<file path="src/rtl/seq_restoring_divider.sv">
// Iterative radix-2 restoring unsigned divider: one quotient bit per clock,
// valid/ready handshake on both sides, one operation in flight at a time.
module seq_restoring_divider #(
    parameter int WIDTH_N = 16,
    parameter int WIDTH_D = 16
) (
    input  logic               clk_i,
    input  logic               rst_ni,
    input  logic               in_valid_i,
    output logic               in_ready_o,
    input  logic [WIDTH_N-1:0] dividend_i,
    input  logic [WIDTH_D-1:0] divisor_i,
    output logic               out_valid_o,
    input  logic               out_ready_i,
    output logic [WIDTH_N-1:0] quotient_o,
    output logic [WIDTH_D-1:0] remainder_o,
    output logic               div_by_zero_o
);

    localparam int CNT_W = $clog2(WIDTH_N + 1);
    localparam logic [CNT_W-1:0] CNT_LOAD = CNT_W'(WIDTH_N);
    localparam logic [CNT_W-1:0] CNT_LAST = CNT_W'(1);
    localparam logic [CNT_W-1:0] CNT_ONE  = CNT_W'(1);

    typedef enum logic [1:0] {
        IDLE = 2'd0,
        BUSY = 2'd1,
        DONE = 2'd2
    } state_t;

    state_t             state_r;
    state_t             state_s;
    logic [WIDTH_D-1:0] divisor_r;
    logic [WIDTH_N-1:0] shift_r;
    logic [WIDTH_D-1:0] prem_r;
    logic [CNT_W-1:0]   count_r;
    logic               dz_r;
    logic [WIDTH_D:0]   step_s;

    // One restoring step. The trial value needs WIDTH_D+1 bits so a divisor of
    // 2^WIDTH_D-1 still compares correctly; the kept remainder is always below
    // the divisor, so its top bit is known zero and is not stored.
    function automatic logic [WIDTH_D:0] restore_step(
        input logic [WIDTH_D-1:0] prem,
        input logic               next_bit,
        input logic [WIDTH_D-1:0] dv
    );
        logic [WIDTH_D:0] trial;
        logic [WIDTH_D:0] diff;
        trial = {prem, next_bit};
        diff  = trial - {1'b0, dv};
        if (trial >= {1'b0, dv}) begin
            restore_step = {1'b1, diff[WIDTH_D-1:0]};
        end else begin
            restore_step = {1'b0, trial[WIDTH_D-1:0]};
        end
    endfunction

    assign step_s = restore_step(prem_r, shift_r[WIDTH_N-1], divisor_r);

    // State register.
    always_ff @(posedge clk_i or negedge rst_ni) begin
        if (!rst_ni) begin
            state_r <= IDLE;
        end else begin
            state_r <= state_s;
        end
    end

    // Next-state logic.
    always_comb begin
        state_s = state_r;
        case (state_r)
            IDLE: begin
                if (in_valid_i) begin
                    if (divisor_i != {WIDTH_D{1'b0}}) begin
                        state_s = BUSY;
                    end else begin
                        state_s = DONE;
                    end
                end else begin
                    state_s = IDLE;
                end
            end
            BUSY: begin
                if (count_r == CNT_LAST) begin
                    state_s = DONE;
                end else begin
                    state_s = BUSY;
                end
            end
            DONE: begin
                if (out_ready_i) begin
                    state_s = IDLE;
                end else begin
                    state_s = DONE;
                end
            end
            default: state_s = IDLE;
        endcase
    end

    // Operand capture and iterative quotient/remainder datapath.
    always_ff @(posedge clk_i or negedge rst_ni) begin
        if (!rst_ni) begin
            divisor_r <= {WIDTH_D{1'b0}};
            shift_r   <= {WIDTH_N{1'b0}};
            prem_r    <= {WIDTH_D{1'b0}};
            count_r   <= {CNT_W{1'b0}};
            dz_r      <= 1'b0;
        end else begin
            case (state_r)
                IDLE: begin
                    if (in_valid_i) begin
                        divisor_r <= divisor_i;
                        count_r   <= CNT_LOAD;
                        if (divisor_i != {WIDTH_D{1'b0}}) begin
                            shift_r <= dividend_i;
                            prem_r  <= {WIDTH_D{1'b0}};
                            dz_r    <= 1'b0;
                        end else begin
                            // Zero divisor: saturated quotient, dividend passes through as remainder.
                            shift_r <= {WIDTH_N{1'b1}};
                            prem_r  <= dividend_i[WIDTH_D-1:0];
                            dz_r    <= 1'b1;
                        end
                    end
                end
                BUSY: begin
                    prem_r  <= step_s[WIDTH_D-1:0];
                    shift_r <= {shift_r[WIDTH_N-2:0], step_s[WIDTH_D]};
                    count_r <= count_r - CNT_ONE;
                end
                DONE: begin
                    prem_r <= prem_r;
                end
                default: begin
                    prem_r <= prem_r;
                end
            endcase
        end
    end

    assign in_ready_o    = (state_r == IDLE);
    assign out_valid_o   = (state_r == DONE);
    assign quotient_o    = shift_r;
    assign remainder_o   = prem_r;
    assign div_by_zero_o = dz_r;

endmodule

</file>
<file path="config.mk">
export PLATFORM = sky130hd
export DESIGN_NAME = seq_restoring_divider
export DESIGN_NICKNAME = d
export VERILOG_FILES = /design/src/rtl/seq_restoring_divider.sv
export SDC_FILE = /design/constraint.sdc
export NUM_CORES = 1
export LEC_CHECK = 0
export CAP_MARGIN = 10
export CORE_MARGIN = 2
export CORE_UTILIZATION = 50
export CTS_BUF_LIST = sky130_fd_sc_hd__clkbuf_8
export DETAILED_ROUTE_END_ITERATION = 8
export HOLD_SLACK_MARGIN = 0.02
export PLACE_DENSITY = 0.77
export SLEW_MARGIN = 40
export SYNTH_ARGS = -nofsm -noshare
export SYNTH_HDL_FRONTEND = slang
export SYNTH_SLANG_ARGS = --single-unit
export TNS_END_PERCENT = 100
</file>
<file path="constraint.sdc">
create_clock -name clk_i -period 2.8 [get_ports clk_i]
set_input_delay 0.28 -clock clk_i [delete_from_list [all_inputs] [get_ports clk_i]]
set_output_delay 0.28 -clock clk_i [all_outputs]
set_load 0.03 [all_outputs]
</file>
# Word level (Yosys, flattened, before mapping)
# Cells that the tools add are included.
# word_totals
ff_bits,56
latchBits,0
ramBits,0
rom_bits,0
in_bits,36
output_inout_bits,35
word_cells,33
memories,0
# classes
n_addsub,2
multipliers,0
div,0
magnitude_cmp,1
eq_ne,4
shifts,0
muxes,15
bitwise_logic,0
reduce_logical,5
# op_table
op,count
$mux W16,4
$pmux W16 S2,2
$ge A17 B16 Y1,1
$mux W17,1
$reduce_bool A16 Y1,1
$sub A16 B16 Y16,1
$pmux W5 S2,1
$mux W2,4
$pmux W2 S3,1
$eq A5 B1 Y1 const B,1
$mux W5,1
$sub A5 B1 Y5 const B,1
$reduce_and A2 Y1,2
$eq A2 B1 Y1 const B,1
$eq A2 B2 Y1 const B,1
$logic_not A2 Y1,1
$ne A2 B2 Y1 const B,1
$reduce_bool A2 Y1,1
$mux W1,1

# Depth between registers and ports, before layout
# logic_depth
ltp_word,4
mapped_depth,10

# Worst setup path before layout
# No wires, ideal clock.
# synth_path
path_type,flip-flop to flip-flop
start,register prem_r[3] (netlist: remainder_o[3])
end,register prem_r[13] (netlist: remainder_o[13])
t_arrival_ns,2.181
required_ns,2.659
slack_ns,0.478
stages_incl_launch_ff,10
n_path_buf,2
period_less_slack_ns,2.322
path_cell_list,dfrtp_1 -> ha_1 -> buf_6 -> a21o_4 -> a31o_4 -> o211ai_4 -> a21boi_4 -> buf_6 -> o41ai_2 -> a31oi_1
# synth_between
elab_chain_cells,3
word_cells_on_any_way,4
# synth_lines
element,line_no,rtl
from (decl),35,logic [WIDTH_D-1:0] prem_r;
from (signal assigned),108,prem_r <= {WIDTH_D{1'b0}};
from (signal assigned),119,prem_r <= {WIDTH_D{1'b0}};
from (signal assigned),124,prem_r <= dividend_i[WIDTH_D-1:0];
$sub A16 B16 Y16 / $ge A17 B16 Y1 (equally long branches),"51, 52",
$mux W17 *,52,"if (trial >= {1'b0, dv}) begin"
$pmux W16 S2 *,112,case (state_r)
# Every way passes the cells marked *; elsewhere a longest branch is shown, timed or not.
# A chain may end at the register's enable or synchronous reset.

# Worst setup path in the final report
# Same ends and word-level chain as after synthesis.

==> metrics.md <==
| Metric | Value |
|---|---|
| Status | `completed` |
| TritonRoute pass-1 iters | `5` |
| Seq/Total Area, Yosys | `0.367` |
| Clock latency on the worst-skew pair | `between 0.3 and 0.4 ns` |
| DIE AREA | `about 8400 µm²` |
| Routability Congestion | `roughly 0.90` |
| Hold crit path type | `in -> async` |
| H-tree levels | `2` |
| Cell Area, Synth | `3820 µm²` |
| Final net count | `between 500 and 600` |
| Num CTS Buffers | `5` |
| Seq cells post-synth | `56` |
| Critical Path AT | `between 2 and 3 ns` |
| Final Hold Fails | `0` |
| Largest net degree at the start of global routing | `43` |
| Met3 WL | `482 µm` |
| CTS Buffer Depth | `2` |
| Final setup vio count | `0` |
| Pins Over Slew Limit | `0` |
| Violation count after the first detailed-routing iteration | `around 270` |
| Mapped Nets | `a little under 500` |
| Tcrit/Tclk final | `0.920` |
| Rel. slew slack | `0.519` |
| Synth top area share | `0.367` |
| WL met1 | `around 4700 µm` |
| Max layer used | `met4` |
| Top_reg_cell synth | `dfrtp_1` |
| Layout cells sized above 1 | `0.0911` |
| Critical path's slowest cell | `ha_1` |
| Final Util | `0.640` |
| Via/cell ratio | `slightly above 6` |
| Crit path capture type | `flop` |
| Number of max-cap violations | `0` |
| Global-route wire length before repair | `between 15000 and 20000 µm` |
| DP Wirelength | `about 8000 µm` |
| Largest stage delay, worst path | `approximately 0.46 ns` |
| Ys Warns | `0` |
| Post-synth EDFFs | `0` |
| DIE WIDTH | `just over 90 µm` |
| Post-Route WL | `approximately 11000 µm` |
| Design Power | `between 6 and 7 mW` |
| Vias in the first global route | `approximately 3400` |
| Via count | `approximately 3600` |
| Total track usage | `0.268` |
| Crit path max-delay family | `compound AO/OA/AOI/OAI gates` |
| ANT cells | `0` |
| Initial Util | `0.521` |
| Final ANT Viol Nets | `0` |
| Worst-path fanout max | `15` |
| Worst Setup Path Type | `reg -> reg` |
| Post-CTS Resized | `0` |
| DRC | `0` |
| CP startpoint kind | `flop` |
| Post-synth cell types | `69` |
| RSZ-0062 raised after global routing | `no` |
| Io pins | `71` |
| PortBufs | `70` |
| CP Data Required Time | `approximately 3 ns` |
| Grt ovf | `0` |
| Clk root buf | `clkbuf_8` |
| Synth async-reset ratio | `1.00` |
| Peak supply drop | `approximately 0.00079 V` |
| Syn avg cell area | `8.77 µm²` |
| CTS tree | `done` |
| Actual slew at the worst max-slew pin | `a little over 0.7 ns` |
| Maximum clock rate | `388 MHz` |
| Rows | `31` |
| Setup TNS | `0 ns` |
| Fin crit period | `2.58 ns` |
| Fillers | `~600` |
| Worst Skew | `~0.010 ns` |
| Area delta synth->final | `22.8%` |
| Cell count after synthesis | `~440` |
| Static leakage | `1.92 nW` |
| Worst-path clk slew | `about 0.11 ns` |
| CP cell instances | `ha_1, a21o_4, a31o_4, o211ai_4, a21boi_4, buf_12, buf_4, o41ai_2, a31oi_1` |
| Routed WL per cell | `between 15 and 20 µm` |
| CORE AREA | `roughly 7300 µm²` |
| Bufs and invs on worst path | `2` |
| Initial antenna violation count | `0` |
| R2r setup slk | `around 0.22 ns` |
| Area leader, netlist | `dfrtp_1` |
| Die Y | `91.4 µm` |
| Pwr dens | `roughly 1500 nW/µm²` |
| CTS Sinks | `56` |
| Met2 wire length | `around 5400 µm` |
| Synth area leaders | `dfrtp_1 (37%), ha_1 (5.9%), o21ai_0 (5.9%)` |
-- logic make-up (layout without fill, tap and decap cells) --
group                      count (synthesis)  after routing  share of synthesized area
AOI/OAI and AO/OA                        158            158                      0.292
xor gates and xnor gates                   8              8                     0.0183
adders and majority gates                 19             19                     0.0642
buffers and inverters                     55            113                     0.0664
DFF                                       56             56                      0.367
muxes                                      2              2                    0.00556
and+or+nand+nor                          138            138                      0.187
-- timing repair --
action / CTS / global route
buffers inserted: 0 / 2
hold buffers: 1 / 0
endpoints found under the hold margin: 15 / 0
endpoints found under the setup margin: 0 / 1
-- where the power goes --
part           switching, mW  internal [mW]
logic                   2.97           1.98
clock network          0.299          0.179
registers              0.337           1.22
total                   3.60           3.37
-- worst reg2reg max path, delay by kind of cell, from the launching register on --
family,cells,cell delay [ns]
buffers and inverters,2,0.30
DFF,1,0.45
AOI/OAI and AO/OA,6,1.22
adders and majority gates,1,0.46
-- worst paths after layout --
path / from / to / cells after the start
max: remainder_o[3] / remainder_o[13] / 9
min: rst_ni / divisor_r[8] / 2
max reg2reg: remainder_o[3] / remainder_o[13] / 9
min reg2reg: count_r[4] / count_r[4] / 1
max in group asynchronous: rst_ni / remainder_o[9] / 3
min in group clk_i: count_r[4] / count_r[4] / 1
-- placed cells by master, fill, tap and decap left out, types with 3 or more instances in the layout --
cell type,instances
clkbuf_8,5
dfrtp_1,56
a311oi_1,4
o2111ai_1,4
nor3_1,6
ha_1,18
xnor2_1,4
nor2_1,14
nand3_1,24
nand2_1,46
a21boi_0,3
a211oi_1,11
buf_4,11
a21o_1,5
xor2_1,4
o21a_1,3
nand2b_1,4
nor4_1,11
a21oi_1,28
nor2b_1,3
o211ai_1,3
a211o_1,3
and3_1,8
o21ai_0,45
a22oi_1,14
clkdlybuf4s50_1,69
inv_1,21
a31oi_1,9
-- per-layer routing --
layer / vias up / global-route usage
li1: 1734 / -
met3: 22 / 0.0415
met5: - / 0
met1: 1762 / 0.359
met2: 107 / 0.441
met4: 0 / 0.0871
-- synth_stat cells (2+ instances only) --
master,n
nor3_1,6
nand2b_1,4
o41ai_1,2
buf_2,13
o211ai_4,2
nor2b_1,4
a21boi_0,3
o211ai_1,3
a211o_1,3
a21oi_1,28
nand4_1,2
o21bai_1,2
nand4b_1,2
buf_4,2
nor3b_1,2
a31oi_1,9
o22a_1,2
a22oi_1,14
a21o_1,5
a211oi_1,11
buf_6,3
ha_1,18
nand2_1,46
a311oi_1,4
o41ai_2,2
o21a_1,3
inv_1,21
and4_1,2
nor4_1,11
nor2_1,15
nand3_1,24
clkbuf_1,15
o21ai_0,45
xor2_1,4
o2111ai_1,4
o22ai_1,2
and3_1,8
xnor2_1,4
dfrtp_1,56
-- state kept, by name (all words and copies together) (netlist names) --
signal / cells
div_by_zero_o: 1
divisor_r: 16
quotient_o: 16
state_r: 2
count_r: 5
remainder_o: 16
-- final cells by class --
class	instances	area [µm²]	area share
Multi-Input combinational cell	325	2170	0.463
Clock inverter	3	21.3	0.00453
Tap cell	99	124	0.0264
Timing Repair Buffer	84	828	0.176
Inverter	21	78.8	0.0168
Sequential cell	56	1400	0.299
Clock buffer	5	68.8	0.0147
-- through the flow --
step,hold slack [ns],cells,instance area (µm²),worst slack (ns)
floorplan,-0.0156,436,3820,0.478
global placement,0.255,582,4560,0.204
detailed placement,0.258,582,4570,0.247
CTS,0.440,591,4670,0.181
global route,0.462,593,4690,0.0321
finish,0.430,593,4690,0.224
Power figures use the tool's default switching activity.
==> RTL edit (same settings) <==
Add an input register stage for `dividend_i` and `divisor_i`; this delays them by one clock. The other inputs are not delayed to match.
--- a/src/rtl/seq_restoring_divider.sv
+++ b/src/rtl/seq_restoring_divider.sv
@@ -27,6 +27,14 @@
         BUSY = 2'd1,
         DONE = 2'd2
     } state_t;
+
+    logic [WIDTH_N-1:0] dividend_q;
+    logic [WIDTH_D-1:0] divisor_q;
+
+    always_ff @(posedge clk_i) begin
+        dividend_q <= dividend_i;
+        divisor_q  <= divisor_i;
+    end
 
     state_t             state_r;
     state_t             state_s;
@@ -73,7 +81,7 @@
         case (state_r)
             IDLE: begin
                 if (in_valid_i) begin
-                    if (divisor_i != {WIDTH_D{1'b0}}) begin
+                    if (divisor_q != {WIDTH_D{1'b0}}) begin
                         state_s = BUSY;
                     end else begin
                         state_s = DONE;
@@ -112,16 +120,16 @@
             case (state_r)
                 IDLE: begin
                     if (in_valid_i) begin
-                        divisor_r <= divisor_i;
+                        divisor_r <= divisor_q;
                         count_r   <= CNT_LOAD;
-                        if (divisor_i != {WIDTH_D{1'b0}}) begin
-                            shift_r <= dividend_i;
+                        if (divisor_q != {WIDTH_D{1'b0}}) begin
+                            shift_r <= dividend_q;
                             prem_r  <= {WIDTH_D{1'b0}};
                             dz_r    <= 1'b0;
                         end else begin
                             // Zero divisor: saturated quotient, dividend passes through as remainder.
                             shift_r <= {WIDTH_N{1'b1}};
-                            prem_r  <= dividend_i[WIDTH_D-1:0];
+                            prem_r  <= dividend_q[WIDTH_D-1:0];
                             dz_r    <= 1'b1;
                         end
                     end
Check against the original RTL: not equivalent (a bounded check fails within 4 cycles, from zero or initial values and one cycle with rst_ni low).
==> RTL edit against the original RTL <==
- critical endpoint is now remainder_o[10]
- sequential cell count grew 32
- critical path type unchanged
- area after synthesis grew 9.1%
- worst setup slack improved by 40 ps
- final area grew 8.9%
- wire length is 3.4% lower
- first-iteration DRC count decreased by 9.0%
- highest routed layer unchanged
Power is not shown: default switching activity piles up to over one toggle a cycle in this logic, so the estimate is an artifact.
==> RTL edit: results (changes against the original RTL) <==
Status
  – Status: finished, final reports clean (unchanged)

Hold path
  – Worst Min Path Start: dividend_i[0]
  – Hold Path Sink: dividend_q[0]
  – Worst min path class: in2reg (was in2async)

Clocking
  – TritonCTS Buffers: 9 (was 5)
  – Clk_lat worst skew: 370 ps (was 320 ps)
  – Clk root buf: clkbuf_8 (unchanged)
  – Clk buf depth: 2 (unchanged)
  – Max H-tree Level: 3 (was 2)
  – Clk pin slew, worst setup/hold paths: 100 ps

Synthesis
  – Area share of the largest cell type after synthesis: 33.6% (was 36.7%)
  – Top cells by area, synth: dfrtp_1 (34%), dfxtp_1 (15%), ha_1 (5.4%) (was dfrtp_1 (37%), ha_1 (5.9%), o21ai_0 (5.9%))
  – Sequential area share after synthesis: 49.0% (was 36.7%)
  – Async SR Flop Fraction: 63.6% (was 100%)
  – Count of cell types in the netlist: 57 (was 69)
  – Synth warnings: 0 (unchanged)
  – Synth Flop Type: dfrtp_1 (unchanged)
  – Syn_nets: 492 (was 491)
  – Synth top cells by count: nand2_1 (57), dfrtp_1 (56), o21ai_0 (43) (was dfrtp_1 (56), nand2_1 (46), o21ai_0 (45))

Worst setup path
  – RR Startpoint: remainder_o[5] (was remainder_o[3])
  – R2r setup slk: 260 ps (was 220 ps)
  – Crit path DAT: 2750 ps (was 2760 ps)
  – Worst R2R Path Depth: 7 (was 9)
  – Slowest stage delay, CP: 630 ps (was 460 ps)
  – R2R Path End: remainder_o[10] (was remainder_o[13])
  – CP max-delay cell: o211ai_2 (was ha_1)

Routing
  – DRT Wirelength: 10,600 um (was 10,900 um)
  – First DRT Iteration DRCs: 242 (was 266)
  – Vias: 3,576 (was 3,625)

Final layout
  – N_diodes: 0 (unchanged)
  – NonClk Buf Share: 14.8% (was 17.6%)
  – Share of layout cells above drive strength 1: 6.75% (was 9.11%)
  – Clock-cell share: 3.40% (was 1.92%)
  – Multi-Input Combinational: 298 (was 325)
  – Invs w/o clock: 24 (was 21)
  – Seq/total area: 40.0% (was 29.9%)
  – Non-CTS buffers: 78 (was 84)
  – Filler cell count: 690 (was 617)
  – Fraction of area in multi-input gates: 37.5% (was 46.3%)
  – Nets: 554 (was 548)
  – Sequential cell count: 88 (was 56)
  – Layout clock buffer count: 10 (was 5)

Global route
  – First-pass GRT wire length: 17,000 um (was 17,900 um)
  – Vias in the first global route: 3,317 (was 3,442)
  – Largest net degree at the start of global routing: 41 (was 43)
  – Total GRT Usage: 24.8% (was 26.8%)

Timing
  – Worst Tran Pin Value: 787 ps (was 720 ps)
  – Skew final: 16.0 ps (was 10.3 ps)

Place
  – Port bufs: 70 (unchanged)
  – Post-DP HPWL: 7710 um (was 7960 um)
  – Routability cong.: 0.927 (was 0.901)
RTL edit: cell count changes in the layout (fill, tap and decap cells not counted), sizes merged, moves of 5 or more:
cell / unedited run / this run
a21oi: 29 / 14
a22o: 0 / 5
buf: 14 / 8
clkbuf: 5 / 10
dfxtp: 0 / 32
inv: 22 / 27
nand2: 47 / 59
nand3: 24 / 10
nor4: 11 / 5
xnor2: 4 / 9
RTL edit: routing by layer:
metal	up-vias	track usage, %	routed length (um)
met5	-	0	0
met4	0	6.64	174
met3	18	5.93	611
met2	124	39.4	5150
met1	1731	34.1	4640
li1	1703	-	-
RTL edit: what timing repair did:
item,CTS,global route
endpoints found under the hold margin,17,0
hold buffers,1,0
gates resized for setup,0,0
RTL edit: worst max-delay path by stage:
stage / from / endpoint / cells past startpoint
after floorplan: quotient_o[15] / remainder_o[12] / 9
after global placement: remainder_o[5] / remainder_o[8] / 7
after detailed placement: remainder_o[5] / remainder_o[8] / 7
after CTS: remainder_o[5] / remainder_o[10] / 7
after global routing: remainder_o[9] / remainder_o[7] / 7
final: remainder_o[5] / remainder_o[10] / 7
RTL edit: metrics by stage:
| stage | worst slack [ps] | instance area (um2) | std cells | hold slack (ps) |
|---|---|---|---|---|
| 6_report | 264 | 5110 | 609 | 342 |
| 5_1_grt | 31.4 | 5110 | 609 | 325 |
| 4_1_cts | 281 | 5110 | 609 | 340 |
| 3_5_place_dp | 301 | 4930 | 592 | 235 |
| 3_3_place_gp | 354 | 4930 | 592 | 220 |
| 2_1_floorplan | 492 | 4170 | 437 | -15.6 |
RTL edit: kinds of logic after synthesis:
logic type / synth area share (%)
compound gates: 23.4
xor+xnor: 1.89
fa+ha+maj: 5.88
buf+inv: 5.13
flops: 49.0
mux: 0.480
simple gates: 14.3
